**config.mk**
```make
export PLATFORM = sky130hd
export DESIGN_NAME = mem_port_arbiter_flat
export DESIGN_NICKNAME = d
export VERILOG_FILES = /design/src/rtl/mem_port_arbiter_if.sv /design/src/rtl/mem_port_arbiter.sv /design/src/flat_wrapper.sv
export SDC_FILE = /design/constraint.sdc
export NUM_CORES = 1
export LEC_CHECK = 0
export ABC_AREA = 1
export ABC_CLOCK_PERIOD_IN_PS = 6800
export BUFFER_PORTS_ARGS = -buffer_cell sky130_fd_sc_hd__buf_2
export CAP_MARGIN = 20
export CORE_ASPECT_RATIO = 1.4
export CORE_MARGIN = 3
export CORE_UTILIZATION = 50
export DETAILED_ROUTE_END_ITERATION = 8
export PLACE_DENSITY = 0.86
export SETUP_SLACK_MARGIN = 0.3
export SLEW_MARGIN = 5
export SYNTH_ARGS = -nofsm -noshare
export SYNTH_HDL_FRONTEND = slang
export SYNTH_SLANG_ARGS = --single-unit
```
**constraint.sdc**
```tcl
create_clock -name CLK -period 6.8 [get_ports CLK]
set_input_delay 0.68 -clock CLK [delete_from_list [all_inputs] [get_ports CLK]]
set_output_delay 0.68 -clock CLK [all_outputs]
set_load 0.005 [all_outputs]
```
**src/rtl/mem_port_arbiter_if.sv**
```systemverilog
// Bus bundle between the CPU fetch/data paths, the shared memory port and the arbiter.
// The arbiter takes the slave modport; the CPU/memory side takes master.
interface mem_port_arbiter_if #(
    parameter int ADDR_W = 32,
    parameter int DATA_W = 32
);
    logic              if_req;
    logic [ADDR_W-1:0] if_addr;
    logic [DATA_W-1:0] if_rdata;
    logic              if_ack;
    logic              dm_req;
    logic              dm_we;
    logic [ADDR_W-1:0] dm_addr;
    logic [DATA_W-1:0] dm_wdata;
    logic [DATA_W-1:0] dm_rdata;
    logic              dm_ack;
    logic              mem_en;
    logic              mem_we;
    logic [ADDR_W-1:0] mem_addr;
    logic [DATA_W-1:0] mem_wdata;
    logic [DATA_W-1:0] mem_rdata;
    logic              busy;
    logic [15:0]       if_grant_cnt;
    logic [15:0]       dm_grant_cnt;

    modport slave (
        input  if_req, if_addr, dm_req, dm_we, dm_addr, dm_wdata, mem_rdata,
        output if_rdata, if_ack, dm_rdata, dm_ack,
        output mem_en, mem_we, mem_addr, mem_wdata,
        output busy, if_grant_cnt, dm_grant_cnt
    );

    modport master (
        output if_req, if_addr, dm_req, dm_we, dm_addr, dm_wdata, mem_rdata,
        input  if_rdata, if_ack, dm_rdata, dm_ack,
        input  mem_en, mem_we, mem_addr, mem_wdata,
        input  busy, if_grant_cnt, dm_grant_cnt
    );
endinterface

```
**src/rtl/mem_port_arbiter.sv**
```systemverilog
// Shares one single-port memory between instruction fetch and data memory; DM has priority,
// a starvation counter forces IF through. Grant counters are built only with ARB_STATS_EN.
module mem_port_arbiter #(
    parameter int ADDR_W     = 32,
    parameter int DATA_W     = 32,
    parameter int MEM_LAT    = 2,
    parameter int STARVE_MAX = 4
) (
    input  logic CLK,
    input  logic RST,
    mem_port_arbiter_if.slave bus
);
    localparam int LAT_W = (MEM_LAT > 1) ? $clog2(MEM_LAT) : 1;
    localparam int STV_W = $clog2(STARVE_MAX + 1);
    localparam logic [LAT_W-1:0] LAT_LOAD = LAT_W'(MEM_LAT - 1);
    localparam logic [STV_W-1:0] STV_MAX  = STV_W'(STARVE_MAX);

    typedef enum logic [1:0] {IDLE, ACCESS, RESP} state_t;

    state_t            state;
    logic              owner_dm;
    logic              we_r;
    logic [ADDR_W-1:0] addr_r;
    logic [DATA_W-1:0] wdata_r;
    logic [LAT_W-1:0]  lat_cnt;
    logic [STV_W-1:0]  starve_cnt;
    logic [DATA_W-1:0] if_rdata_r;
    logic [DATA_W-1:0] dm_rdata_r;
    logic              if_ack_r;
    logic              dm_ack_r;
    logic              mem_en_r;

    logic force_if;
    logic dm_win;
    logic if_win;
    logic grant;

    function automatic logic [STV_W-1:0] starve_inc(input logic [STV_W-1:0] v);
        return (v >= STV_MAX) ? STV_MAX : v + 1'b1;
    endfunction

    // Arbitration outcome is only acted on while IDLE.
    assign force_if = bus.if_req && (starve_cnt == STV_MAX);
    assign dm_win   = bus.dm_req && !force_if;
    assign if_win   = bus.if_req && !dm_win;
    assign grant    = (state == IDLE) && (dm_win || if_win);

    always_ff @(posedge CLK or posedge RST) begin
        if (RST) begin
            state      <= IDLE;
            owner_dm   <= 1'b0;
            we_r       <= 1'b0;
            addr_r     <= '0;
            wdata_r    <= '0;
            lat_cnt    <= '0;
            starve_cnt <= '0;
            if_rdata_r <= '0;
            dm_rdata_r <= '0;
            if_ack_r   <= 1'b0;
            dm_ack_r   <= 1'b0;
            mem_en_r   <= 1'b0;
        end else begin
            if_ack_r <= 1'b0;
            dm_ack_r <= 1'b0;
            case (state)
                IDLE: begin
                    if (bus.if_req && dm_win)
                        starve_cnt <= starve_inc(starve_cnt);
                    else
                        starve_cnt <= '0;
                    if (dm_win || if_win) begin
                        owner_dm <= dm_win;
                        we_r     <= dm_win && bus.dm_we;
                        addr_r   <= dm_win ? bus.dm_addr : bus.if_addr;
                        wdata_r  <= dm_win ? bus.dm_wdata : '0;
                        lat_cnt  <= LAT_LOAD;
                        mem_en_r <= 1'b1;
                        state    <= ACCESS;
                    end
                end
                ACCESS: begin
                    if (lat_cnt == '0) begin
                        // mem_rdata is valid on this last ACCESS cycle; writes keep rdata.
                        if (!we_r) begin
                            if (owner_dm) dm_rdata_r <= bus.mem_rdata;
                            else          if_rdata_r <= bus.mem_rdata;
                        end
                        dm_ack_r <= owner_dm;
                        if_ack_r <= !owner_dm;
                        mem_en_r <= 1'b0;
                        state    <= RESP;
                    end else begin
                        lat_cnt <= lat_cnt - 1'b1;
                    end
                end
                RESP:    state <= IDLE;
                default: state <= IDLE;
            endcase
        end
    end

    assign bus.if_rdata  = if_rdata_r;
    assign bus.if_ack    = if_ack_r;
    assign bus.dm_rdata  = dm_rdata_r;
    assign bus.dm_ack    = dm_ack_r;
    assign bus.mem_en    = mem_en_r;
    assign bus.mem_we    = we_r;
    assign bus.mem_addr  = addr_r;
    assign bus.mem_wdata = wdata_r;
    assign bus.busy      = (state != IDLE);

`ifdef ARB_STATS_EN
    logic [15:0] if_gcnt;
    logic [15:0] dm_gcnt;

    function automatic logic [15:0] sat_inc16(input logic [15:0] v);
        return (v == 16'hFFFF) ? v : v + 16'd1;
    endfunction

    always_ff @(posedge CLK or posedge RST) begin
        if (RST) begin
            if_gcnt <= '0;
            dm_gcnt <= '0;
        end else if (grant) begin
            if (dm_win) dm_gcnt <= sat_inc16(dm_gcnt);
            else        if_gcnt <= sat_inc16(if_gcnt);
        end
    end

    assign bus.if_grant_cnt = if_gcnt;
    assign bus.dm_grant_cnt = dm_gcnt;
`else
    logic unused_grant;
    assign unused_grant     = grant;
    assign bus.if_grant_cnt = 16'd0;
    assign bus.dm_grant_cnt = 16'd0;
`endif
endmodule
```
**src/flat_wrapper.sv**
```systemverilog
// flat-port wrapper written by rule: the top's interface ports become plain ports
module mem_port_arbiter_flat 
#(
    parameter int ADDR_W     = 32,
    parameter int DATA_W     = 32,
    parameter int MEM_LAT    = 2,
    parameter int STARVE_MAX = 4
)
  (CLK, RST, bus_if_req, bus_if_addr, bus_dm_req, bus_dm_we, bus_dm_addr, bus_dm_wdata, bus_mem_rdata, bus_if_rdata, bus_if_ack, bus_dm_rdata, bus_dm_ack, bus_mem_en, bus_mem_we, bus_mem_addr, bus_mem_wdata, bus_busy, bus_if_grant_cnt, bus_dm_grant_cnt);
  mem_port_arbiter_if #(.ADDR_W(ADDR_W), .DATA_W(DATA_W)) bus_i ();
  input  logic CLK;
  input  logic RST;
  input wire logic [$bits(bus_i.if_req)-1:0] bus_if_req;
  input wire logic [$bits(bus_i.if_addr)-1:0] bus_if_addr;
  input wire logic [$bits(bus_i.dm_req)-1:0] bus_dm_req;
  input wire logic [$bits(bus_i.dm_we)-1:0] bus_dm_we;
  input wire logic [$bits(bus_i.dm_addr)-1:0] bus_dm_addr;
  input wire logic [$bits(bus_i.dm_wdata)-1:0] bus_dm_wdata;
  input wire logic [$bits(bus_i.mem_rdata)-1:0] bus_mem_rdata;
  output wire logic [$bits(bus_i.if_rdata)-1:0] bus_if_rdata;
  output wire logic [$bits(bus_i.if_ack)-1:0] bus_if_ack;
  output wire logic [$bits(bus_i.dm_rdata)-1:0] bus_dm_rdata;
  output wire logic [$bits(bus_i.dm_ack)-1:0] bus_dm_ack;
  output wire logic [$bits(bus_i.mem_en)-1:0] bus_mem_en;
  output wire logic [$bits(bus_i.mem_we)-1:0] bus_mem_we;
  output wire logic [$bits(bus_i.mem_addr)-1:0] bus_mem_addr;
  output wire logic [$bits(bus_i.mem_wdata)-1:0] bus_mem_wdata;
  output wire logic [$bits(bus_i.busy)-1:0] bus_busy;
  output wire logic [$bits(bus_i.if_grant_cnt)-1:0] bus_if_grant_cnt;
  output wire logic [$bits(bus_i.dm_grant_cnt)-1:0] bus_dm_grant_cnt;
  assign bus_i.if_req = bus_if_req;
  assign bus_i.if_addr = bus_if_addr;
  assign bus_i.dm_req = bus_dm_req;
  assign bus_i.dm_we = bus_dm_we;
  assign bus_i.dm_addr = bus_dm_addr;
  assign bus_i.dm_wdata = bus_dm_wdata;
  assign bus_i.mem_rdata = bus_mem_rdata;
  assign bus_if_rdata = bus_i.if_rdata;
  assign bus_if_ack = bus_i.if_ack;
  assign bus_dm_rdata = bus_i.dm_rdata;
  assign bus_dm_ack = bus_i.dm_ack;
  assign bus_mem_en = bus_i.mem_en;
  assign bus_mem_we = bus_i.mem_we;
  assign bus_mem_addr = bus_i.mem_addr;
  assign bus_mem_wdata = bus_i.mem_wdata;
  assign bus_busy = bus_i.busy;
  assign bus_if_grant_cnt = bus_i.if_grant_cnt;
  assign bus_dm_grant_cnt = bus_i.dm_grant_cnt;
  mem_port_arbiter #(.ADDR_W(ADDR_W), .DATA_W(DATA_W), .MEM_LAT(MEM_LAT), .STARVE_MAX(STARVE_MAX)) u_core (.CLK(CLK), .RST(RST), .bus(bus_i));
endmodule
```
Yosys cells after proc, flatten, opt, wreduce, memory -nomap -nowiden
Index checks and enable logic that the tools add are counted.
- $add $sub $neg: 2
- order comparisons: 1
- equal/unequal tests: 4
- muxes and demuxes: 16
- bitwise logic cells: 3
- reduce and logical (&&, ||, !) cells: 18
- operators with widths (operator ; number):
    two-way mux 32 bit ; 2
    AND reduction 4 bit ; 2
    two-way mux 1 bit ; 7
    two-way mux 3 bit ; 2
    AND reduction 2 bit ; 3
    logical AND 1 bit ; 5
    two-way mux 2 bit ; 2
    != test 2 bit (second input constant) ; 2
    case mux 1 bit (2 select lines) ; 2
    case mux 2 bit (2 select lines) ; 1
    nonzero test 2 bit ; 2
    adder 3 x 1 -> 3 bit (second input constant) ; 1
    == test 3 bit (second input constant) ; 1
    >= comparator 3 bit (second input constant) ; 1
    zero test 1 bit ; 3
    inverter 1 bit ; 3
    AND reduction 3 bit ; 1
    == test 2 x 1 -> 1 bit (second input constant) ; 1
    zero test 2 bit ; 1
    logical OR 1 bit ; 1
    subtractor 1 bit (second input constant) ; 1
- register bits after elaboration: 139
- input bits: 133
- word-level logic and storage cells: 56

Longest topological paths before layout
Gate-level depths: netlist of run 1.
- depth in word-level cells: 9
- mapped depth: 8
- gate-level depth less buffers: 7

Least setup slack after synthesis of run 1
Ideal clock, no wire load.
- kind: in2reg
- from: in bus_dm_req
- to: reg u_core.lat_cnt
- library setup time: 0.126 ns
- data arrival time: 1.382 ns
- required time: 6.674 ns
- setup slack: 5.292 ns
- stages on the path: 5
- path buffers: 3
- cell sequence: buf_2 o21ai_4 buf_4 buf_6 o21ai_0
- cells in the longest elaborated chain, start to end: 6
- RTL lines (element ; RTL line ; RTL):
    start, declared ; flat_wrapper.sv:15 ; input wire logic [$bits(bus_i.dm_req)-1:0] bus_dm_req;
    logical AND 1 bit (*) ; mem_port_arbiter.sv:44 ; assign dm_win = bus.dm_req && !force_if;
    zero test 1 bit ; mem_port_arbiter.sv:45 ; assign if_win = bus.if_req && !dm_win;
    logical AND 1 bit ; mem_port_arbiter.sv:45 ;
    logical OR 1 bit (*) ; - ;
    != test 2 bit (no source line) (*) ; - ;
    AND reduction 2 bit (no source line) (*) ; - ;
    end signal, assigned ; mem_port_arbiter.sv:93 ; lat_cnt <= lat_cnt - 1'b1;
    end, declared ; mem_port_arbiter.sv:25 ; logic [LAT_W-1:0] lat_cnt;
Mark *: on every way between the ends. The rest lies on a longest branch, timed or not.
A chain may end at the register's enable or synchronous reset.

Final worst setup path of run 1
- from: reg u_core.starve_cnt[0]
- to: reg u_core.wdata_r[0], in the netlist u_core.bus.mem_wdata[0]
- cells in the longest elaborated chain, start to end: 8
- elaborated cells on any way between the ends: 9
- RTL lines (element ; RTL line ; RTL):
    start, declared ; mem_port_arbiter.sv:26 ; logic [STV_W-1:0] starve_cnt;
    start signal, assigned ; mem_port_arbiter.sv:68 ; starve_cnt <= starve_inc(starve_cnt);
    == test 3 bit (*) ; mem_port_arbiter.sv:43 ; assign force_if = bus.if_req && (starve_cnt == STV_MAX);
    logical AND 1 bit (*) ; mem_port_arbiter.sv:43 ;
    zero test 1 bit (*) ; mem_port_arbiter.sv:44 ;
    logical AND 1 bit (*) ; mem_port_arbiter.sv:44 ;
    zero test 1 bit ; mem_port_arbiter.sv:45 ;
    logical AND 1 bit ; mem_port_arbiter.sv:45 ;
    logical OR 1 bit ; - ;
    AND reduction 2 bit (no source line) ; - ;
    end signal, assigned ; mem_port_arbiter.sv:75 ; wdata_r <= dm_win ? bus.dm_wdata : '0;
    end, declared ; mem_port_arbiter.sv:24 ; logic [DATA_W-1:0] wdata_r;
Marked as above.

==> flow_summary.toml, run 1 <==
[logic_synthesis]
synth_edf_count = 0
synth_compound_area_frac = 0.0578
synth_cells = 737
synthArstFlopShare = 1.00
synth-simple-area-share = 0.236
syn_area_um2 = 6210
synth_top_cell_area_share = 0.560
syn_area_per_cell_um2 = 8.43
synth.distinct_cells = 23
ys_ff_latch = 139
synth_warnings = 0
yosysMostFrequentCell = "nand2_1"
synth_xor_area_frac = 0
yosys-mux-area-fraction = 0
synth_top_family_by_area = "simple AND/OR/NAND/NOR gates"
ys_top_cells_by_area = "dfrtp_1 56%, nand2_1 16%, inv_1 6.3%"
synth_commonest_cells = "272 x nand2_1, 139 x dfrtp_1, 104 x inv_1, 65 x nand3_1, 48 x o21ai_0"
synth_fa_ha_area_frac = 0.00403
synth_top_area_cell = "dfrtp_1"
synthFlopType = "dfrtp_1"
seq_area_frac_synth = 0.560

[pwr]
power_frac_comb = 0.347
power_frac_clock = 0.251
p_int_mw = 2.31
sw_frac_of_total = 0.361
p_sw_mw = 1.30
seqPwrFrac = 0.402
p_per_area_nw_per_um2 = 452
p_leak_nw = 4.84
ir_drop_mv = 0.204

[floorplanning]
rows = 47
io_pins = 298
die_h_um = 138
initial_utilization = 0.518
dieArea_um2 = 13800
core_area_um2 = 12000
die-width_um = 100

[sta]
whs_ns = 0.302
tns_ns = 0
rsz0062_at_grt = "false"
tightestPinTransition_ns = 0.722
finalMaxSlewViolations = 0
slew_headroom = 0.517
post-route-min-period_ns = 2.47
timing.fmax_mhz = 405
finalHoldViolations = 0
period_share = 0.363
finClkSkew_ns = 0.00983
setup_viol = 0

[placement]
hpwl_mm = 11.1
gp_congestion = 0.829
io_buffers = 265
place_area_um2 = 7380

[setup_path]
r2r_start = "u_core.starve_cnt[0]"
cp-end-kind = "flop"
rr_worst_depth = 7
crit_type = "reg2reg"
worstPathArrival_ns = 2.81
worst-path-max-fanout = 34
r2r-end = "u_core.bus.mem_wdata[0]"
cp-start-kind = "flop"
cp.required_ns = 7.14
rrSetupSlack_ns = 4.33

[routing]
wl_per_cell_um = 13.5
drt_iter0_markers = 194
antenna_left = 0
drt_wl_total_mm = 15.5
vias = 5389
dr.pass1.iters = 4
viasPerCell = 4.69
drc_errors = 0

[clock_tree]
ctsRootBufferMaster = "clkbuf_16"
cts_hold_buf = 0
cts-resized-gates = 0
ctsHtreeMaxLevel = 4
cts_tree = "built"
cts_max_path_buffers = 2
cts_setup_buffers = 0
cts.sinks = 139
cts_made_buffers = 17
clkTransAtPathRegs_ns = 0.06
clk_latency_ns = 0.41

[global_route]
grt_util_all_layers = 0.219
grt_overflow_total = 0
grt_max_degree = 88
grt_pass1_wl_mm = 24.0
first_global_vias = 5068
antenna_found_initial = 0

[flow_run]
drv_cap = 0

[cells_and_area]
stdcell_area_um2 = 8000
drive_gt1_frac = 0.313
post-route-util = 0.667
antenna_cells = 0
area_growth_pct = 28.7
fin_nets = 1123
nFillCells = 1024

[worst_hold_path]
holdCritPathClass = "in2async"

[status]
status = "complete, no violations"
-- cell type report --
type | instances | area, um2 | share of cell area
flip-flops and latches | 139 | 3480 | 0.435
multi-input cells | 455 | 1970 | 0.246
repair buffers | 268 | 1370 | 0.171
clock buffers | 20 | 447 | 0.0559
inverters | 107 | 407 | 0.0509
well taps | 147 | 184 | 0.0230
clock inverters | 12 | 141 | 0.0177
-- flip-flops by register name, indices dropped and copies added (netlist names) --
| name | cells |
|---|---|
| u_core.bus.dm_rdata | 32 |
| u_core.bus.if_rdata | 32 |
| u_core.bus.mem_addr | 32 |
| u_core.bus.mem_wdata | 32 |
| u_core.starve_cnt | 3 |
| u_core.state | 2 |
| u_core.bus.dm_ack | 1 |
| u_core.bus.if_ack | 1 |
| u_core.bus.mem_en | 1 |
| u_core.bus.mem_we | 1 |
| u_core.lat_cnt | 1 |
| u_core.owner_dm | 1 |
-- per-layer routing --
metal / vias up / wire (um) / GRT usage
met2: 237 / 7960 / 0.375
li1: 2674 / - / -
met5: - / 0 / 0
met4: 0 / 362 / 0.0921
met3: 24 / 1200 / 0.0599
met1: 2454 / 5930 / 0.259
-- critical path, stage by stage (launching register included) --
cell     delay, ns
dfrtp_1       0.36
inv_1         0.06
ha_1          0.22
nand3_2       0.47
nand2_4       0.38
nor2_4        0.67
nand2_1       0.13
nand2_1       0.09
-- per-stage QoR --
stage / total power, mW / worst slack, ns / instances
floorplan: 2.19 / 2.40 / 768
global placement: 2.68 / 4.23 / 1115
detailed placement: 2.74 / 4.16 / 1115
CTS: 3.66 / 4.31 / 1147
global route: 3.92 / 4.07 / 1148
finish: 3.62 / 4.33 / 1148
-- placed cells by master (no fill, tap or decap), types with 3 or more instances in the layout --
cell type,Yosys,routed
nand2_1,272,272
buf_2,14,265
dfrtp_1,139,139
inv_1,104,103
nand3_1,65,65
o21ai_0,48,48
conb_1,1,32
o21ai_1,17,17
clkbuf_16,0,17
nor2_1,8,8
clkinvlp_4,0,5
inv_2,3,3
nor2_4,3,3
inv_6,0,3
clkinv_4,0,3
-- power by group through the flow --
stage	logic [mW]	clock network [mW]	registers, mW
2_1_floorplan	0.713	0	1.48
3_3_place_gp	1.23	0	1.45
3_5_place_dp	1.28	0	1.46
4_1_cts	1.28	0.924	1.45
5_1_grt	1.45	0.965	1.50
6_report	1.26	0.907	1.45
-- worst max-delay path by stage --
stage	startpoint	end	slack, ns	cells after the start
after floorplan	RST	u_core.bus.dm_ack	2.40	1
after CTS	u_core.starve_cnt[0]	u_core.bus.mem_wdata[24]	4.31	7
final	u_core.starve_cnt[0]	u_core.bus.mem_wdata[0]	4.33	7
after global placement	bus_if_req	u_core.bus.mem_wdata[5]	4.23	6
after global routing	u_core.starve_cnt[0]	u_core.bus.mem_wdata[24]	4.07	7
after detailed placement	bus_if_req	u_core.bus.mem_wdata[24]	4.16	6
-- logic make-up (layout without fill, tap and decap cells) --
family,Yosys count,count (layout)
other,1,32
adder cells (fa/ha/maj),2,2
AND/OR/NAND/NOR,353,353
flip-flops,139,139
buffers and inverters,174,407
AO/OA/AOI/OAI,68,68
Note: power is estimated with default switching activity, not from simulation.
==> run 2: changes to the inputs <==
Settings changed: ABC_AREA 1 to 0, ABC_CLOCK_PERIOD_IN_PS 6800 to 2200, CORE_UTILIZATION 50 to 42, PLACE_DENSITY 0.86 to 0.77.
Clock period 6.8 ns to 2.2 ns, I/O delays scaled along.
==> run 2 against run 1 <==
  * Clock skew is 0.00072 ns higher
  * Cell area up 1.4%
  * Sequential power grew to 3.1 times the previous value
  * Synthesized area shrank 3.1%
  * Critical endpoint is now u_core.bus.if_rdata[23]
  * Sequential share of layout area down 0.59 points
  * Utilization down 8.6 points
  * Sequential cell count is the same
  * First-iteration DRC count grew 5.2%
  * Die area is 15% higher
==> flow_summary.toml, run 2 <==
[sta]
tns_ns = 0
setup_viol = 0
slew_headroom = 0.656
finalHoldViolations = 0
tightestPinTransition_ns = 0.516
period_share = 0.806
finClkSkew_ns = 0.0106
post-route-min-period_ns = 1.77
rsz0062_at_grt = "false"
finalMaxSlewViolations = 0
timing.fmax_mhz = 564

[setup_path]
critPathSlowestCell = "or3b_4"
setup.worst_path.end = "u_core.bus.if_rdata[23]"
r2r_start = "u_core.state[1]"
cp.required_ns = 2.48
path_cells = "or3b_4, nor3_4, buf_12, mux2_2"
worstPathArrival_ns = 2.06
crit_start = "u_core.state[1]"
rr_worst_depth = 4
cp-end-kind = "flop"
rrSetupSlack_ns = 0.43
r2r-end = "u_core.bus.if_rdata[23]"
max_stage_delay_ns = 0.45
cp-start-kind = "flop"
crit_type = "reg2reg"
worst-path-max-fanout = 32

[logic_synthesis]
synthArstFlopShare = 1.00
syn_area_per_cell_um2 = 12.8
syn_area_um2 = 6020
synthFlopType = "dfrtp_1"
seq_area_frac_synth = 0.578
ys_ff_latch = 139
yosysMostFrequentCell = "dfrtp_1"
synth_edf_count = 0
synth_commonest_cells = "139 x dfrtp_1, 37 x inv_1, 35 x buf_4, 34 x nand3_1, 33 x a22o_1"
synth_top_area_cell = "dfrtp_1"
synth_cells = 472
synth.distinct_cells = 30
ys_top_cells_by_area = "dfrtp_1 58%, mux2_4 7.5%, mux2_2 6.0%"
synth_top_cell_area_share = 0.578
synth_warnings = 0

[global_route]
use_met1 = 0.249
met3_usage = 0.0524
met2_usage = 0.354
grt_overflow_total = 0
first_global_vias = 4749
antenna_found_initial = 0
grt_util_all_layers = 0.206
gr-max-usage-layer = "met2"
grt_max_degree = 43
grt_pass1_wl_mm = 25.3

[floorplanning]
die_h_um = 148
rows = 51
initial_utilization = 0.431
die-width_um = 107
dieArea_um2 = 15800
core_area_um2 = 14000
io_pins = 298

[cells_and_area]
final_common_cell = "buf_2"
drive_gt1_frac = 0.512
antenna_cells = 0
mostFrequentLayoutCells = "265 x buf_2, 139 x dfrtp_1, 36 x inv_1"
fin_nets = 868
nFillCells = 1144
area_growth_pct = 34.6
post-route-util = 0.580

[clock_tree]
clkTransAtPathRegs_ns = 0.07
ctsHtreeMaxLevel = 4
clk_latency_ns = 0.41
cts_max_path_buffers = 2
ctsRootBufferMaster = "clkbuf_16"
cts.sinks = 139
cts_setup_buffers = 0
cts_made_buffers = 17
cts_tree = "built"

[pwr]
ir_drop_mv = 0.682
p_leak_nw = 4.20
p_per_area_nw_per_um2 = 1480

[status]
status = "complete, no violations"

[flow_run]
drv_cap = 0

[placement]
hpwl_mm = 12.0
io_buffers = 265
gp_congestion = 0.777

[routing]
drc_errors = 0
antenna_left = 0
wl_per_cell_um = 17.8
drt_iter0_markers = 204
dr.pass1.iters = 5
drt_wl_total_mm = 16.6
vias = 4749
viasPerCell = 5.10

[worst_hold_path]
holdCritPathClass = "in2reg"
[run 2: changes by cell type after synthesis, sizes merged, moves of 33 or more]
cell,before,now
a22o,0,33
inv,107,38
mux2,0,64
nand2,275,7
nand3,67,34
o21ai,68,3
[run 2: timing repair]
action | in CTS | in global routing
gates resized for setup | 1 | 1
hold endpoints to repair | 16 | 0
hold buffers | 1 | 0
setup endpoints to repair | 1 | 1
[run 2: worst max-delay path: cells and delay by family, from the launching register on]
family / cells / cell delay (ns)
buffers and inverters: 1 / 0.24
flip-flops: 1 / 0.42
AND/OR/NAND/NOR: 2 / 0.62
multiplexers: 1 / 0.36
[run 2: where the power goes]
group          switching [mW]  total (mW)  internal (mW)
registers               0.710        4.51           3.80
logic                    2.12        4.60           2.48
clock network            1.24        2.86           1.62
total                    4.07        12.0           7.90
[run 2: cell type report]
cell class,instances,area [um2],share of cell area
flip-flops and latches,139,3480,0.429
clock inverters,15,178,0.0219
inverters,38,146,0.0181
repair buffers,282,1550,0.191
multi-input cells,255,2100,0.259
well taps,185,231,0.0286
clock buffers,17,425,0.0525
[run 2: worst min path at each step]
stage / endpoint / startpoint / cells past startpoint / slack [ns]
2_1_floorplan: u_core.bus.mem_wdata[0] / bus_dm_wdata[0] / 1 / 0.35
3_3_place_gp: u_core.bus.mem_addr[16] / RST / 2 / 0.28
3_5_place_dp: u_core.bus.mem_addr[18] / RST / 2 / 0.29
4_1_cts: u_core.bus.mem_wdata[19] / bus_dm_wdata[19] / 2 / 0.004
5_1_grt: u_core.bus.mem_wdata[24] / bus_dm_wdata[24] / 2 / 0.01
6_report: u_core.bus.mem_wdata[2] / bus_dm_wdata[2] / 2 / 0.02
[run 2: cell families (layout without fill, tap and decap cells)]
group / after synthesis / count (layout) / share of synthesized area
DFF: 139 / 139 / 0.578
buffers and inverters: 109 / 352 / 0.0949
and+or+nand+nor: 86 / 86 / 0.0844
AOI/OAI and AO/OA: 71 / 71 / 0.0999
muxes: 64 / 64 / 0.138
adders and majority gates: 2 / 2 / 0.00415
other: 1 / 32 / 0.000623
[run 2: metrics by stage]
step           area [um2]  power, mW  instances  hold WS [ns]  setup slack [ns]
6_report             8110       12.0        931        0.0238             0.427
5_1_grt              8110       12.7        931        0.0130             0.342
4_1_cts              8100       12.1        931       0.00377             0.351
3_5_place_dp         7490       9.16        898         0.291             0.428
3_3_place_gp         7490       8.98        898         0.283             0.486
2_1_floorplan        6140       7.17        503         0.353             0.245
[run 2: per-layer routing]
metal | vias to the layer above | share of wire
li1 | 2170 | -
met1 | 2312 | 0.40
met2 | 246 | 0.50
met3 | 21 | 0.080
met4 | 0 | 0.017
met5 | - | 0
